`src/rtl/pipelined_cla_adder.sv`:
```
// pipelined_cla_adder: segmented carry-lookahead add/sub, one segment per stage, valid/ready flow control
module pipelined_cla_adder #(
  parameter int WIDTH  = 32,
  parameter int STAGES = 4,
  parameter int GROUP  = 4
) (
  input  logic             clk,
  input  logic             rst_n,
  input  logic             in_valid,
  output logic             in_ready,
  input  logic [WIDTH-1:0] a,
  input  logic [WIDTH-1:0] b,
  input  logic             cin,
  input  logic             sub,
  output logic             out_valid,
  input  logic             out_ready,
  output logic [WIDTH-1:0] sum,
  output logic             cout,
  output logic             ovf,
  output logic             zero
);
  localparam int SEG = WIDTH / STAGES;
  if (WIDTH % STAGES != 0 || (WIDTH / STAGES) % GROUP != 0) begin : g_bad_cfg
    $error("pipelined_cla_adder: WIDTH must split into STAGES segments of whole GROUPs");
  end
  // returns {carries[SEG:0], sum[SEG-1:0]}; each bit's carry is a lookahead term off its group carry-in
  function automatic logic [2*SEG:0] cla(input logic [SEG-1:0] x, input logic [SEG-1:0] y, input logic ci);
    logic [SEG-1:0] g, p;
    logic [SEG:0] c;
    logic t;
    g = x & y;
    p = x ^ y;
    c = '0;
    c[0] = ci;
    for (int q = 0; q < SEG; q += GROUP) begin
      for (int j = 0; j < GROUP; j++) begin
        t = c[q];
        for (int i = 0; i <= j; i++) t = g[q+i] | (p[q+i] & t);
        c[q+j+1] = t;
      end
    end
    return {c, p ^ c[SEG-1:0]};
  endfunction
  logic             advance;
  logic [STAGES-1:0] v_q, c_q, iv, ic;
  logic [WIDTH-1:0] a_q [STAGES];
  logic [WIDTH-1:0] b_q [STAGES];
  logic [WIDTH-1:0] s_q [STAGES];
  logic [WIDTH-1:0] ia [STAGES];
  logic [WIDTH-1:0] ib [STAGES];
  logic [WIDTH-1:0] is [STAGES];
  logic [WIDTH-1:0] ns [STAGES];
  logic [2*SEG:0]   r  [STAGES];
  logic             ovf_q, zero_q, ovf_n, zero_n;
  assign advance  = !out_valid | out_ready;
  assign in_ready = advance;
  // stage k consumes stage k-1's registers: upper operand bits skew forward, finished sum bits de-skew forward
  always_comb begin
    ia[0] = a;
    ib[0] = sub ? ~b : b;
    is[0] = '0;
    ic[0] = sub | cin;
    iv[0] = in_valid;
    for (int k = 1; k < STAGES; k++) begin
      ia[k] = a_q[k-1];
      ib[k] = b_q[k-1];
      is[k] = s_q[k-1];
      ic[k] = c_q[k-1];
      iv[k] = v_q[k-1];
    end
    for (int k = 0; k < STAGES; k++) begin
      r[k] = cla(ia[k][k*SEG +: SEG], ib[k][k*SEG +: SEG], ic[k]);
      ns[k] = is[k];
      ns[k][k*SEG +: SEG] = r[k][SEG-1:0];
    end
  end
  assign ovf_n  = r[STAGES-1][2*SEG] ^ r[STAGES-1][2*SEG-1];
  assign zero_n = ns[STAGES-1] == '0;
  always_ff @(posedge clk or negedge rst_n) begin
    if (!rst_n) begin
      v_q    <= '0;
      c_q    <= '0;
      ovf_q  <= 1'b0;
      zero_q <= 1'b0;
      for (int k = 0; k < STAGES; k++) begin
        a_q[k] <= '0;
        b_q[k] <= '0;
        s_q[k] <= '0;
      end
    end else if (advance) begin
      v_q    <= iv;
      ovf_q  <= ovf_n;
      zero_q <= zero_n;
      for (int k = 0; k < STAGES; k++) begin
        a_q[k] <= ia[k];
        b_q[k] <= ib[k];
        s_q[k] <= ns[k];
        c_q[k] <= r[k][2*SEG];
      end
    end
  end
  assign out_valid = v_q[STAGES-1];
  assign sum       = s_q[STAGES-1];
  assign cout      = c_q[STAGES-1];
  assign ovf       = ovf_q;
  assign zero      = zero_q;
endmodule
```
`config.mk`:
```
export PLATFORM = sky130hd
export DESIGN_NAME = pipelined_cla_adder
export DESIGN_NICKNAME = d
export VERILOG_FILES = /design/src/rtl/pipelined_cla_adder.sv
export SDC_FILE = /design/constraint.sdc
export NUM_CORES = 1
export LEC_CHECK = 0
export BUFFER_PORTS_ARGS = -buffer_cell sky130_fd_sc_hd__buf_2
export CORE_UTILIZATION = 35
export DETAILED_ROUTE_END_ITERATION = 8
export PLACE_DENSITY = 0.53
export SYNTH_ARGS = -nofsm -noshare
export SYNTH_HDL_FRONTEND = slang
export SYNTH_SLANG_ARGS = --single-unit
```
`constraint.sdc`:
```
create_clock -name clk -period 7.5 [get_ports clk]
set_input_delay 0.75 -clock clk [delete_from_list [all_inputs] [get_ports clk]]
set_output_delay 0.75 -clock clk [all_outputs]
set_load 0.01 [all_outputs]
```
## Word-level counts from Yosys, hierarchy flattened

Index checks and enable logic that the tools add are counted.

- Register bits: 282
- Bits of input ports: 70
- Output and inout port bits: 37
- Word-level logic and storage cells: 97

- Mux-type cells: 1
- Bitwise gates (word level): 80
- Reductions and logical operators: 2

Operators with widths:

| operator | number |
|---|---|
| XOR 8 bit | 8 |
| bitwise OR 1 bit | 34 |
| bitwise AND 1 bit | 32 |
| bitwise AND 8 bit | 4 |
| logical NOT 32 bit | 1 |
| 2-to-1 mux 32 bit | 1 |
| inverter 32 bit | 1 |
| logical NOT 1 bit | 1 |
| XOR 1 bit | 1 |

## Depth between registers and ports, before layout

Gate-level depths: netlist (run 1).

- Depth in word-level cells: 19
- Gate-level depth with buffers: 14

## Worst setup path after synthesis (run 1)

OpenSTA, ideal clock, no wires.

- Kind: input -> register
- From: input sub
- To: register s_q, in the netlist is[71]
- Arrival: 4.657 ns
- Setup slack: 2.726 ns
- Cell stages on the path: 14
- Buffers on the path: 2
- Cells stage by stage: buf_2 -> buf_4 -> xnor2_1 -> fa_1 -> fa_1 -> fa_1 -> fa_1 -> fa_1 -> fa_1 -> fa_1 -> inv_1 -> fa_1 -> nand2_1 -> nand2_1

RTL lines:

| what | RTL line | source |
|---|---|---|
| start: declaration | 14 | `input logic sub,` |
| end signal: indexed assignment | 97 | `s_q[k] <= ns[k];` |
| end: declaration | 48 | `logic [WIDTH-1:0] s_q [STAGES];` |

==> summary.txt, run 1 <==
Worst setup path
  • Worst path slowest cell: fa_1
  • Worst reg2reg endpoint: zero
  • R2r setup slk: 3.44 ns
  • Startpoint types: input pin
  • Critical path type: input pin to flop
  • Max incr delay on CP: 0.44 ns
  • Crit path cell chain: buf_2, buf_4, nor2_1, fa_1, fa_1, fa_1, fa_1, fa_1, fa_1, fa_1, inv_1, fa_1, nand2_1, nand2_1
  • Most frequent CP cell: fa_1
  • FF-to-FF Start: c_q[2]
  • Worst EP arrival: 4.98 ns
  • Crit. Startpoint: sub
  • CP max FO: 33
  • Path depth of the worst reg2reg path: 14
  • Worst Setup End Kind: flop
  • WP data required: 7.81 ns

Drt
  • Routed len/inst: 13.28 um
  • DRC: 0
  • First-pass DRT Iterations: 4
  • Vias: 5301
  • Total wire length: 16240 um
  • Number of DRC markers in iteration 0: 280
  • Antenna Nets Post-Route: 0
  • Post-DR vias/cell: 4.334

Pwr
  • Pleak: 4.755 nW
  • Sequential Power Share: 44.6%
  • Pwr per Cell Area: 415.9 nW/um^2
  • Sw frac: 37.09%
  • Max VDD drop: 0.1491 mV
  • Comb pwr share: 33.6%
  • P_sw: 1.432 mW
  • Clock power share: 21.8%
  • P_int: 2.430 mW

Finish
  • Ratio of cells with drive above 1 in the final layout: 16.84%
  • FF+latch area: 4654 um^2
  • Final nets: 1028
  • Area grow syn2layout: 14.06%
  • FILL cells: 2339
  • Multi-input logic area: 3034 um^2
  • Final antenna diode count: 0

Logic synthesis
  • FF+latch count, synth: 186
  • Synth top area share: 57.18%
  • Compound-Gate Fraction of Synth Area: 4.027%
  • Area leader, netlist: dfrtp_1
  • Multiplexer area fraction after synthesis: 0%
  • Net Count, Synth: 943
  • Post-synthesis xor/xnor area fraction: 3.551%
  • Post-synth EDFFs: 0
  • Simple-Gate Fraction of Synth Area: 21.83%
  • Most common cell in the netlist: nand2_1
  • Synthesized cell area: 8140 um^2
  • Async S/R FF share, synth: 100.0%
  • Synth unique cells: 22
  • Adder-Cell Fraction of Synth Area: 7.870%
  • Ys flop type: dfrtp_1
  • Seq/Total Area, Yosys: 57.18%
  • Top cells by count, synth: nand2_1 (432), dfrtp_1 (186), fa_1 (32), inv_1 (29), xnor2_1 (29)
  • Cells after Synth: 841
  • Synthesized area per cell: 9.679 um^2
  • Top post-synthesis cells by area: dfrtp_1 (57%), nand2_1 (20%), fa_1 (7.9%)
  • Synthesis Warnings: 0
  • Main combinational cell family by area after synthesis: simple AND/OR/NAND/NOR gates

Outcome
  • Outcome: finished clean

Placement
  • Gpl congestion: 0.7068
  • Port bufs: 106
  • DP HPWL: 10670 um
  • DP Worst Slack: 2.337 ns

GRT
  • Largest net degree at the start of global routing: 112
  • Initial antenna violation count: 0
  • Vias in the first global route: 5547
  • GR Util All Layers: 15.05%
  • Total gr overflow: 0
  • Global-route wire length before repair: 28380 um

Die
  • Die width: 154.5 um
  • Placement row count: 55
  • Initial core utilization: 35.85%
  • IO Pins: 107
  • Die height: 154.5 um
  • Core area: 22710 um^2
  • Die ar.: 23870 um^2

Clock tree
  • H-tree levels: 4
  • CTS tree: built
  • Clock-pin slew on the worst setup and hold paths: 0.06 ns
  • Clock Sinks: 186
  • Post-CTS resize count: 0
  • Post-CTS setup buffers: 0
  • Clock buffer depth: 2
  • Root Driver: clkbuf_16
  • Clk_lat worst skew: 0.43 ns
  • CTS Hold Buffers Added: 0
  • CTS Buf Count: 17

Timing
  • Period utilization: 62.30%
  • Slew @ Worst Pin: 1.012 ns
  • Slack of the critical path: 2.828 ns
  • TNS Setup: 0 ns
  • Pins Over Slew Limit: 0
  • Finish-stage setup viols: 0
  • Setup Skew: 0.009393 ns
  • RSZ-0062 raised after global routing: false
  • Final Hold Fails: 0
  • Relative max-transition margin: 32.51%
  • Tmin final: 4.672 ns
  • Max Freq: 214.0 MHz

Job
  • Max-cap violations: 0

Worst hold path
  • Worst hold path class: input pin to asynchronous set/reset pin
registers in the layout, summed over array words and instances (netlist names):
name / count
ovf: 1
c_q: 4
a_q: 48
b_q: 48
v_q: 4
is: 48
zero: 1
sum: 32
how the worst max path moves through the flow:
stage,endpoint,slack (ns)
floorplan,is[71],2.73
global placement,is[71],2.41
detailed placement,is[71],2.34
CTS,is[71],2.78
global route,is[71],2.56
finish,is[71],2.83
stage by stage:
stage | power [mW] | utilization, % | hold WS, ns | cells | instance area, um^2
after floorplan | 2.667 | - | 0.4300 | 841 | 8140
after global placement | 3.047 | 38.48 | 0.4445 | 1192 | 8740
after detailed placement | 3.086 | 38.48 | 0.4502 | 1192 | 8740
after CTS | 3.943 | 40.89 | 0.4673 | 1223 | 9285
after global routing | 4.236 | 40.89 | 0.4829 | 1223 | 9285
final | 3.862 | 40.89 | 0.4269 | 1223 | 9285
layer usage:
metal,GRT usage (%),vias to the layer above,part of all wire [%]
met5,0,-,0
met3,2.718,14,3.4
met1,22.30,2469,53
li1,-,2730,-
met2,22.22,88,42
met4,4.950,0,1.4
power by group through the flow:
stage                     registers [mW]  clock network (mW)  logic [mW]
final                               1.72               0.841        1.30
after global routing                1.80               0.905        1.54
after CTS                           1.74               0.870        1.34
after detailed placement            1.75                   0        1.33
after global placement              1.74                   0        1.31
after floorplan                     1.72                   0       0.944
final cells by class:
| class | instances | area share (%) |
|---|---|---|
| flip-flops and latches | 186 | 50.13 |
| multi-input cells | 580 | 32.68 |
| repair buffers | 111 | 6.212 |
| clock buffers | 20 | 4.811 |
| well taps | 285 | 3.840 |
| inverters | 30 | 1.267 |
| clock inverters | 11 | 1.065 |
logic make-up after synthesis:
logic type	after synthesis
adder cells (fa/ha/maj)	32
buffers and inverters	75
AO/OA/AOI/OAI	53
flip-flops	186
AND/OR/NAND/NOR	462
XOR/XNOR	33
critical path, delay by kind of cell:
kind          cells  cell delay, ns
fa+ha+maj         8            3.35
buf+inv           3            0.58
simple gates      3            0.27
cells in the final DEF, fill, tap and decap left out, drive strengths merged, types with 17 or more instances in the layout:
cell      n
o21ai    35
a21oi    17
fa       32
xnor2    29
inv      31
nor2     18
clkbuf   21
buf     110
nand2   432
dfrtp   186
No activity file was read; power rests on OpenSTA's default activity.
==> inputs of run 2 (changes only) <==
- clock period: 7.5 -> 4.57 ns (I/O delays scaled with it)
==> summary.txt, run 2 (synthesized netlist as in run 1, its figures left out) <==
Die
  • Die width: 154.5 um (unchanged)
  • Die ar.: 23870 um^2 (unchanged)
  • Core area: 22710 um^2 (unchanged)
  • Initial core utilization: 35.85% (unchanged)
  • IO Pins: 107 (unchanged)
  • Placement row count: 55 (unchanged)
  • Die height: 154.5 um (unchanged)

Placement
  • Port bufs: 106 (unchanged)
  • DP HPWL: 10870 um (+1.9%)
  • Gpl congestion: 0.7304 (+3.3%)
  • DP Worst Slack: 0.1565 ns (-2.181 ns)

Clock tree
  • Root Driver: clkbuf_16
  • Clock-pin slew on the worst setup and hold paths: 0.06 ns (about the same)
  • Post-CTS setup buffers: 0 (unchanged)
  • Post-CTS resize count: 0 (unchanged)
  • CTS tree: built
  • CTS Hold Buffers Added: 0 (unchanged)
  • H-tree levels: 4 (unchanged)
  • Clock buffer depth: 2 (unchanged)
  • Clk_lat worst skew: 0.42 ns (about the same)
  • Clock Sinks: 186 (unchanged)
  • CTS Buf Count: 17 (unchanged)

Worst setup path
  • Max incr delay on CP: 0.45 ns (about the same)
  • Worst EP arrival: 4.32 ns (-0.66 ns)
  • WP data required: 4.85 ns (-2.96 ns)
  • Crit path cell chain: inv_1, fa_1, inv_1, fa_1, fa_1, fa_1, fa_1, fa_1, fa_1, inv_1, fa_1, nor4b_1, nand4_1, o31ai_1
  • Worst path slowest cell: fa_1
  • Most frequent CP cell: fa_1
  • Worst path bufs/invs: 3 (unchanged)
  • Startpoint types: flop
  • CP delay by family, top: adder cells
  • CP max FO: 2 (-94%)
  • Critical path type: flop to flop
  • Worst Setup End Kind: flop

Timing
  • Finish-stage setup viols: 0 (unchanged)
  • TNS Setup: 0 ns (unchanged)
  • Pins Over Slew Limit: 0 (unchanged)
  • Max Freq: 247.3 MHz
  • Setup Skew: 0.01122 ns (+0.001830 ns)
  • Relative max-transition margin: 34.05% (+1.5 points)
  • Hold_ws: 0.1881 ns (-0.2389 ns)
  • Slack of the critical path: 0.5267 ns (-2.301 ns)
  • Slew @ Worst Pin: 0.9892 ns (-0.02318 ns)
  • Period utilization: 88.48%
  • Tmin final: 4.043 ns
  • Final Hold Fails: 0 (unchanged)
  • RSZ-0062 raised after global routing: false

GRT
  • Met1 Resource Use GR: 22.80% (+0.49 points)
  • Vias in the first global route: 5329 (-3.9%)
  • Total gr overflow: 0 (unchanged)
  • Global routing's busiest layer: met1
  • Global-route wire length before repair: 28120 um (-0.90%)
  • Initial antenna violation count: 0 (unchanged)
  • GR Util All Layers: 14.89% (-0.16 points)
  • Met2 Usage GRT: 21.01% (-1.2 points)
  • Largest net degree at the start of global routing: 179 (+60%)
  • Met3 Usage GRT: 2.662% (-0.056 points)

Drt
  • First-pass DRT Iterations: 5 (+1)
  • DRC: 0 (unchanged)
  • Total wire length: 16430 um (+1.1%)
  • Post-DR vias/cell: 4.411 (+1.8%)
  • Routed len/inst: 13.41 um (+0.96%)
  • Antenna Nets Post-Route: 0 (unchanged)
  • Vias: 5404 (+1.9%)
  • Number of DRC markers in iteration 0: 383 (+37%)

Finish
  • Final nets: 1029 (+0.097%)
  • Area grow syn2layout: 14.62%
  • Commonest non-fill, non-tap cell in the layout: nand2_1
  • Final antenna diode count: 0 (unchanged)
  • Most frequent cells in the layout: nand2_1 (432), dfrtp_1 (186), buf_2 (105)
  • Ratio of cells with drive above 1 in the final layout: 17.02% (+0.18 points)
  • FILL cells: 2338 (-0.043%)

Worst hold path
  • Worst hold path class: input pin to asynchronous set/reset pin

Job
  • Max-cap violations: 0 (unchanged)

Outcome
  • Outcome: finished clean

Pwr
  • Max VDD drop: 0.2498 mV (+68%)
  • Pleak: 4.770 nW (+0.31%)
  • Pwr per Cell Area: 683.7 nW/um^2 (+64%)
  • Design Power: 6.379 mW (+65%)
run 2: routing by layer:
layer	share of wire, %	vias up
met5	0	-
met4	1.6	0
met3	2.9	17
met2	43	96
met1	53	2540
li1	-	2751
run 2: cell type report:
cell class	instances	area, um^2	share of cell area [%]
Tap cell	285	356.6	3.822
Multi-Input combinational cell	580	3034	32.52
Clock buffer	21	460.4	4.935
Inverter	30	117.6	1.261
Sequential cell	186	4654	49.89
Timing Repair Buffer	112	609.3	6.531
Clock inverter	11	97.59	1.046
run 2: final timing paths:
kind / slack, ns / cells past startpoint / from / end
min in group clk: 0.23 / 3 / a[14] / a_q[110]
setup reg to reg: 0.53 / 14 / c_q[2] / zero
setup / recovery: 0.53 / 14 / c_q[2] / zero
hold reg to reg: 0.46 / 2 / sum[6] / sum[6]
hold / removal: 0.19 / 1 / rst_n / v_q[1]
max in group asynchronous: 3.48 / 2 / rst_n / b_q[124]
run 2: power breakdown:
part           total (mW)  internal, mW  switching, mW
clock network        1.40         0.777          0.619
logic                2.15         0.853           1.29
registers            2.84          2.38          0.454
total                6.38          4.01           2.37
run 2: through the flow:
stage / cell area, um^2 / instances / utilization, %
after floorplan: 8140 / 841 / -
after global placement: 8772 / 1193 / 38.63
after detailed placement: 8772 / 1193 / 38.63
after CTS: 9330 / 1225 / 41.09
after global routing: 9330 / 1225 / 41.09
final: 9330 / 1225 / 41.09
==> inputs of run 3 (changes only) <==
- GPL_TIMING_DRIVEN: default -> 0
==> summary.txt, run 3 (synthesized netlist as in run 1, its figures left out) <==
Outcome
  • Outcome: finished clean

Pwr
  • Sequential Power Share: 41.5% (-3.0 points)
  • P_int: 4.396 mW (+9.5%)
  • P_sw: 2.505 mW (+5.9%)
  • Design Power: 6.900 mW (+8.2%)
  • Max VDD drop: 0.2333 mV (-6.6%)
  • Sw frac: 36.30% (-0.78 points)
  • Pleak: 5.015 nW (+5.1%)
  • Pwr per Cell Area: 708.3 nW/um^2 (+3.6%)
  • Clock power share: 24.1% (+2.2 points)
  • Comb pwr share: 34.4% (+0.8 points)

Job
  • Max-cap violations: 0 (unchanged)

Drt
  • Post-DR vias/cell: 4.349 (-1.4%)
  • First-pass DRT Iterations: 4 (-1)
  • Routed len/inst: 14.54 um (+8.5%)
  • Number of DRC markers in iteration 0: 271 (-29%)
  • DRC: 0 (unchanged)
  • Vias: 5497 (+1.7%)
  • Total wire length: 18380 um (+12%)
  • Antenna Nets Post-Route: 0 (unchanged)

Placement
  • Placed Area: 9060 um^2 (+3.3%)
  • Port bufs: 105 (-0.94%)
  • Placed insts: 1232 (+3.3%)
  • DP HPWL: 13660 um (+26%)
  • Gpl congestion: 0.7465 (+2.2%)

Die
  • IO Pins: 107 (unchanged)
  • Core area: 22710 um^2 (unchanged)
  • Die height: 154.5 um (unchanged)
  • Placement row count: 55 (unchanged)
  • Initial core utilization: 35.85% (unchanged)
  • Die width: 154.5 um (unchanged)
  • Die ar.: 23870 um^2 (unchanged)

Worst setup path
  • Startpoint types: flop
  • Critical path type: flop to flop
  • Worst path bufs/invs: 3 (unchanged)
  • Worst path slowest cell: fa_1
  • Worst EP arrival: 4.52 ns (+0.20 ns)
  • Max incr delay on CP: 0.49 ns (+0.04 ns)
  • CP max FO: 2 (unchanged)
  • Worst Setup End Kind: flop
  • CP delay by family, top: adder cells
  • Most frequent CP cell: fa_1
  • Crit path cell chain: inv_1, fa_1, inv_1, fa_1, fa_1, fa_1, fa_1, fa_1, fa_1, inv_1, fa_1, nor4b_2, nand4_1, o31ai_1
  • WP data required: 4.88 ns (+0.03 ns)

GRT
  • GR Util All Layers: 16.85% (+2.0 points)
  • Initial antenna violation count: 0 (unchanged)
  • Total gr overflow: 0 (unchanged)
  • Largest net degree at the start of global routing: 112 (-37%)
  • Global-route wire length before repair: 30540 um (+8.6%)
  • Vias in the first global route: 5630 (+5.6%)

Timing
  • Period utilization: 92.16% (+3.7 points)
  • Slew @ Worst Pin: 0.6979 ns (-0.2913 ns)
  • Relative max-transition margin: 53.47% (+19 points)
  • Max Freq: 237.4 MHz (-4.0%)
  • Final Hold Fails: 0 (unchanged)
  • Finish-stage setup viols: 0 (unchanged)
  • RSZ-0062 raised after global routing: false
  • Pins Over Slew Limit: 0 (unchanged)
  • Setup Skew: 0.008953 ns (-0.002271 ns)
  • Tmin final: 4.212 ns (+0.1682 ns)

Clock tree
  • CTS Hold Buffers Added: 0 (unchanged)
  • Clock buffer depth: 2 (unchanged)
  • H-tree levels: 4 (unchanged)
  • CTS tree: built
  • CTS Buf Count: 17 (unchanged)
  • Clock-pin slew on the worst setup and hold paths: 0.07 ns (about the same)
  • Clk_lat worst skew: 0.43 ns (about the same)
  • Root Driver: clkbuf_16
  • Clock Sinks: 186 (unchanged)

Finish
  • Area grow syn2layout: 19.67%
  • Final antenna diode count: 0 (unchanged)
  • Commonest non-fill, non-tap cell in the layout: nand2_1
  • Finished Cell Area: 9742 um^2 (+4.4%)
  • Most frequent cells in the layout: nand2_1 (432), dfrtp_1 (186), buf_2 (121)
  • Ratio of cells with drive above 1 in the final layout: 20.22% (+3.2 points)
  • FILL cells: 2282 (-2.4%)
  • Final nets: 1068 (+3.8%)
  • Finished Layout Cells: 1264 (+3.2%)

Worst hold path
  • Worst hold path class: input pin to asynchronous set/reset pin
run 3: cell count changes in the layout (fill, tap and decap cells not counted), moves of 4 or more:
| cell | delta |
|---|---|
| buf_2 | +16 |
| buf_6 | +15 |
| buf_4 | +5 |
| bufinv_16 | +4 |
| clkinv_2 | -4 |
run 3: power by group through the flow:
stage | clock network (mW) | registers (mW) | logic [mW]
4_1_cts | 1.70 | 2.88 | 2.42
6_report | 1.66 | 2.87 | 2.37
3_3_place_gp | 0 | 2.90 | 2.36
3_5_place_dp | 0 | 2.91 | 2.41
2_1_floorplan | 0 | 2.83 | 1.55
5_1_grt | 1.76 | 2.98 | 2.75
run 3: cell type report:
type	instances	area, um^2	share of cell area, %
timing repair buffer	106	563.0	5.780
buffer	45	336.6	3.455
clock buffer	20	466.7	4.791
inverter	30	115.1	1.182
multi-input combinational	580	3040	31.21
clock inverter	12	209.0	2.145
tap	285	356.6	3.660
sequential	186	4654	47.78
run 3: worst paths after layout:
kind | depth (start not counted) | end | slack, ns | startpoint
worst max-delay path | 14 | zero | 0.36 | b_q[56]
worst min-delay path | 1 | v_q[1] | 0.002 | rst_n
worst max register to register | 14 | zero | 0.36 | b_q[56]
worst min register to register | 2 | sum[22] | 0.46 | sum[22]
max in group asynchronous | 2 | b_q[111] | 3.63 | rst_n
min in group clk | 3 | a_q[118] | 0.22 | a[22]
run 3: what timing repair did:
action,4_1_cts,5_1_grt
gates resized for setup,0,1
endpoints found under the hold margin,0,0
endpoints found under the setup margin,0,1
buffers inserted,0,0
run 3: through the flow:
step	utilization, %	hold WS, ns	worst slack (ns)	TNS [ns]
2_1_floorplan	-	0.1614	0.08907	0
3_3_place_gp	39.73	0.4486	-0.1587	-26.09
3_5_place_dp	39.90	0.4503	-0.07259	-0.07259
4_1_cts	42.87	0.01316	0.3315	0
5_1_grt	42.90	0.04171	0.1102	0
6_report	42.90	0.002014	0.3585	0
run 3: layer usage:
layer  vias up  wire, um  GRT usage (%)
met2        94      8404          26.59
li1       2822         -              -
met1      2570      9211          23.57
met4         0       176          5.422
met3        11       591          3.026
met5         -         0              0
